### config.mk
export PLATFORM = sky130hd
export DESIGN_NAME = csa_seq_add_ctrl
export DESIGN_NICKNAME = d
export VERILOG_FILES = /design/src/rtl/csa_seq_add_ctrl.sv
export SDC_FILE = /design/constraint.sdc
export NUM_CORES = 1
export LEC_CHECK = 0
export CORE_UTILIZATION = 35
export DETAILED_ROUTE_END_ITERATION = 16
export REMOVE_ABC_BUFFERS = 1
export SLEW_MARGIN = 25
export SYNTH_ARGS = -nofsm -noshare
export SYNTH_HDL_FRONTEND = slang
export SYNTH_SLANG_ARGS = --single-unit
### constraint.sdc
create_clock -name clock -period 2.3 [get_ports clock]
set_input_delay 0.23 -clock clock [delete_from_list [all_inputs] [get_ports clock]]
set_output_delay 0.23 -clock clock [all_outputs]
set_load 0.01 [all_outputs]
### src/rtl/csa_seq_add_ctrl.sv
// rtl/csa_seq_add_ctrl.sv - wide adder built by time-sharing one registered SLICE-bit add slice
//
// Optional build macro: CSA_SEQ_ADD_SUB_EN adds a 'sub' input that selects a-b
// (b inverted, carry seeded with 1) on the accept edge.
//
// Flow: IDLE accepts a/b/cin, RUN adds one slice per clock LSB first with the
// carry fed back through a register, DONE presents sum/cout until out_ready.
module csa_seq_add_ctrl #(
  parameter int SLICE  = 7,
  parameter int NSLICE = 4
) (
  input  logic                    clock,
  input  logic                    reset,
  input  logic                    in_valid,
  output logic                    in_ready,
  input  logic [SLICE*NSLICE-1:0] a,
  input  logic [SLICE*NSLICE-1:0] b,
  input  logic                    cin,
`ifdef CSA_SEQ_ADD_SUB_EN
  input  logic                    sub,
`endif
  output logic                    out_valid,
  input  logic                    out_ready,
  output logic [SLICE*NSLICE-1:0] sum,
  output logic                    cout
);

  localparam int W  = SLICE * NSLICE;
  localparam int CW = $clog2(NSLICE);

  typedef enum logic [1:0] {
    IDLE = 2'd0,
    RUN  = 2'd1,
    DONE = 2'd2
  } state_t;

  state_t          state_q;
  state_t          state_d;
  logic [CW-1:0]   cnt_q;
  logic            carry_q;
  logic            cout_q;
  logic [W-1:0]    a_sr;
  logic [W-1:0]    b_sr;
  logic [W-1:0]    sum_sr;
  logic [SLICE:0]  r;
  logic            last_slice;
  logic            accept;
  logic [W-1:0]    b_load;
  logic            carry_load;

  // Operand conditioning applied at the accept edge (subtract = add inverted b plus one)
`ifdef CSA_SEQ_ADD_SUB_EN
  always_comb begin
    b_load     = sub ? ~b : b;
    carry_load = sub ? 1'b1 : cin;
  end
`else
  always_comb begin
    b_load     = b;
    carry_load = cin;
  end
`endif

  // The single shared slice adder: low slice of each operand plus the fed-back carry
  always_comb begin
    r          = {1'b0, a_sr[SLICE-1:0]} + {1'b0, b_sr[SLICE-1:0]} + {{SLICE{1'b0}}, carry_q};
    last_slice = (cnt_q == CW'(NSLICE - 1));
  end

  // State register
  always_ff @(posedge clock) begin
    if (reset) begin
      state_q <= IDLE;
    end else begin
      state_q <= state_d;
    end
  end

  // Next-state and handshake outputs; in_ready is held low while reset is asserted
  always_comb begin
    state_d   = state_q;
    in_ready  = 1'b0;
    out_valid = 1'b0;
    accept    = 1'b0;
    case (state_q)
      IDLE: begin
        in_ready = ~reset;
        accept   = in_valid & ~reset;
        if (accept) begin
          state_d = RUN;
        end
      end
      RUN: begin
        if (last_slice) begin
          state_d = DONE;
        end
      end
      DONE: begin
        out_valid = 1'b1;
        if (out_ready) begin
          state_d = IDLE;
        end
      end
      default: begin
        state_d = IDLE;
      end
    endcase
  end

  // Datapath: load on accept, then shift one slice per RUN cycle; sum/cout hold otherwise
  always_ff @(posedge clock) begin
    if (reset) begin
      cnt_q   <= '0;
      carry_q <= 1'b0;
      cout_q  <= 1'b0;
      a_sr    <= '0;
      b_sr    <= '0;
      sum_sr  <= '0;
    end else begin
      case (state_q)
        IDLE: begin
          if (accept) begin
            a_sr    <= a;
            b_sr    <= b_load;
            carry_q <= carry_load;
            cnt_q   <= '0;
          end
        end
        RUN: begin
          sum_sr  <= {r[SLICE-1:0], sum_sr[W-1:SLICE]};
          carry_q <= r[SLICE];
          a_sr    <= a_sr >> SLICE;
          b_sr    <= b_sr >> SLICE;
          cnt_q   <= last_slice ? '0 : cnt_q + CW'(1);
          if (last_slice) begin
            cout_q <= r[SLICE];
          end
        end
        default: begin
        end
      endcase
    end
  end

  assign sum  = sum_sr;
  assign cout = cout_q;

endmodule
# Word level (Yosys, flattened, before mapping)
# Index checks and enable logic that the tools add are counted.
# totals
ff_bits	90
latch_bits	0
ram_bits	0
rom_bits	0
input_bits	61
out_inout_bits	31
elab_cells	40
memories	0
# classes
n_addsub	3
multipliers	0
n_div	0
n_lt_le_gt_ge	0
n_eq_ne	7
n_shift	0
n_mux	16
bitwise_logic	2
n_reduce_logical	5
# ops
cell	count
$pmux W28 S2	2
$mux W28	2
$mux W2	5
$add A7 B7 Y8	1
$add A8 B1 Y8	1
$ne A2 B2 Y1 const B	4
$pmux W2 S3	1
$eq A2 B2 Y1 const B	2
$mux W1	4
$pmux W2 S2	1
$reduce_and A2 Y1	2
$reduce_and A3 Y1	1
$add A2 B1 Y2 const B	1
$eq A2 B1 Y1 const B	1
$logic_not A2 Y1	1
$pmux W1 S2	1
$reduce_bool A2 Y1	1
$and A1 B1 Y1	1
$not A1 Y1	1

# Depth between registers and ports, before layout
# logic_depth
ltp_word	5
mapped_depth	7
ltp_nobuf	7

# Worst setup path before layout
# Ideal clock, no wire load.
# synth_timing
path_kind	register to register
startpoint	register carry_q
endpoint	register sum_sr[27], in the netlist sum[27]
setup_time_ns	0.101
arrival_ns	1.752
t_required_ns	2.199
setup_slack_ns	0.447
stages_incl_launch_ff	8
path_buffers	0
period_less_slack_ns	1.853
path_cell_list	dfxtp_1 fa_1 inv_1 fa_1 nor2b_1 o2111a_1 o31a_1 o41ai_1
# synth_between
elab_chain_len	1
# synth_rtl
item	line_no	source
from (decl)	40	logic carry_q;
from (signal assigned)	125	carry_q <= carry_load;
from (signal assigned)	131	carry_q <= r[SLICE];
$add A8 B1 Y8	66	r = {1'b0, a_sr[SLICE-1:0]} + {1'b0, b_sr[SLICE-1:0]} + {{SLICE{1'b0}}, carry_q};
to (signal assigned)	130	sum_sr <= {r[SLICE-1:0], sum_sr[W-1:SLICE]};
to (decl)	44	logic [W-1:0] sum_sr;
# No other way between the ends.
# A chain may end at the register's enable or synchronous reset.

# Worst setup path after layout
# Ends and elaborated chain as after synthesis.

==> results.toml <==
[routing]
ant_nets = 0
post_drt_wl_per_cell_um = 12.9
via_per_inst = 5.02
drt_iter0_drc = 212
wirelength_mm = 8.87
drt-pass1-iter-count = 4
drcViolationCount = 0
vias = 3444

[place]
gp_congestion = 0.807
port_buffers = 91
dp_hpwl_mm = 5.76

[worst_setup_path]
end_kind = "register"
crit_arrival_ps = 2210
worstSetupStartpointType = "register"
cp_max_fo = 3
critical_path_class = "reg2reg"
required_ps = 2520

[clock_tree]
tritoncts = "built"
cts_resized = 0
cts_setup_buffers = 0
cts_hold_buf = 0
clk_path_buf_depth = 2
cts-htree-levels = 3
clock_latency_ps = 330
cts-buffers-inserted = 9
clock_sinks = 90
clk_pin_slew_worst_paths_ps = 60
cts-root-buf = "clkbuf_16"

[min_path]
hp-class = "in2reg"

[timing]
clock_skew_ps = 5.59
setup_viol = 0
slew_headroom = 0.669
max_freq_ghz = 0.504
slew_viol_final = 0
fin_crit_ps = 1980
tightest_slew_ps = 496
rsz0062_at_grt = "false"
hold_viol = 0
fin_hold_ws_ps = 177
fin_crit_sh = 0.862

[grt]
grt_overflow = 0
first_global_vias = 3085
grt_pass1_wl_mm = 14.4
grt_max_degree = 88
grt_antenna_before_repair = 0
track_usage = 0.155

[synthesis]
synth_area_um2 = 3960
synth_cells = 470
ys_types = 36
ys.flop_type = "dfxtp_1"
synth_edf_count = 0
yosysWarnings = 0
ys_seq_elements = 90
syn_avg_cell_area_um2 = 8.42
synth-seq-area-share = 0.455
synthArstFlopShare = 0

[final_layout]
nets = 611
layout_common_cells = "nand2_1, dfxtp_1, clkdlybuf4s50_1"
drive_above_1_share = 0.0861
mostFrequentLayoutCell = "nand2_1"
utilization = 0.483
area_delta_synth_final_pct = 33.5
diodes = 0

[floorplanning]
die_w_um = 108
initial_utilization = 0.362
ioPinCount = 92
dieArea_um2 = 11700
die_h_um = 108
core.rowCount = 38
coreArea_um2 = 10900

[run_status]
status = "completed"

[pwr]
peakVddDrop_mv = 0.466
power_density_nw_per_um2 = 762
leakagePower_nw = 1.91

[job]
maxCapViolations = 0
[worst max-delay path, cell delays in order (launching register included)]
cell,delay [ps]
dfxtp_1,330
fa_1,470
inv_1,90
fa_1,180
nor2b_1,70
o2111a_1,250
o31a_1,280
o41ai_1,230
[state kept, by name (all words and copies together), names as in the netlist]
name	flops
cnt_q	2
a_sr	28
state_q	2
cout	1
carry_q	1
sum	28
b_sr	28
[Yosys cell counts, types with 5 or more instances]
cell / n / area share
a21oi_1: 28 / 0.035
a22oi_1: 15 / 0.028
a311oi_1: 22 / 0.049
a311oi_2: 20 / 0.076
buf_2: 24 / 0.030
clkbuf_1: 9 / 0.0085
dfxtp_1: 90 / 0.46
ha_1: 7 / 0.022
nand2_1: 132 / 0.13
nor2_1: 64 / 0.061
nor2b_1: 7 / 0.011
nor3_1: 5 / 0.0063
[area by class of cell]
class	count	area, um^2
clock inverter	5	103
inverter	5	18.8
timing repair buffer	99	1010
tap	140	175
multi-input combinational	336	1950
fill	1089	5650
clock buffer	11	233
sequential	90	1800
[path summary, 6_finish.rpt]
kind	start	to	slack, ps	depth (start not counted)
worst max-delay path	carry_q$_SDFFE_PP0P_	sum[27]$_SDFFE_PP0P_	320	7
worst min-delay path	reset	a_sr[20]$_SDFFE_PP0P_	180	2
worst max register to register	carry_q$_SDFFE_PP0P_	sum[27]$_SDFFE_PP0P_	320	7
worst min register to register	sum[4]$_SDFFE_PP0P_	sum[4]$_SDFFE_PP0P_	450	2
[logic make-up after synthesis]
logic type / Yosys count / synth area share
compound gates: 107 / 0.232
fa+ha+maj: 9 / 0.0322
buf+inv: 44 / 0.0569
flops: 90 / 0.455
simple gates: 220 / 0.224
[per-stage QoR]
step / TNS [ps] / setup slack [ps] / power (mW) / cells / instance area (um^2)
after floorplan: -64520 / -1070 / 2.13 / 431 / 3750
after global placement: 0 / 400 / 2.41 / 670 / 4950
after detailed placement: 0 / 320 / 2.42 / 670 / 4950
after CTS: 0 / 308 / 4.08 / 686 / 5290
after global routing: 0 / 170 / 4.22 / 686 / 5290
final: 0 / 317 / 4.03 / 686 / 5290
[metal layers]
| metal | global-route usage | wire length [um] | part of all wire | vias up |
|---|---|---|---|---|
| met5 | 0 | 0 | 0 | - |
| met4 | 0.0531 | 112 | 0.013 | 0 |
| met3 | 0.0338 | 411 | 0.046 | 12 |
| met2 | 0.243 | 3980 | 0.45 | 95 |
| met1 | 0.209 | 4360 | 0.49 | 1561 |
| li1 | - | - | - | 1776 |
[power breakdown]
| group | leakage [nW] | total, mW | switching [mW] | internal, mW |
|---|---|---|---|---|
| Combinational | 1.01 | 0.645 | 0.340 | 0.305 |
| Sequential | 0.739 | 1.74 | 0.0659 | 1.67 |
| Clock | 0.160 | 1.65 | 0.587 | 1.06 |
| Total | 1.91 | 4.03 | 0.993 | 3.04 |
No activity file was read; power rests on OpenSTA's default activity.
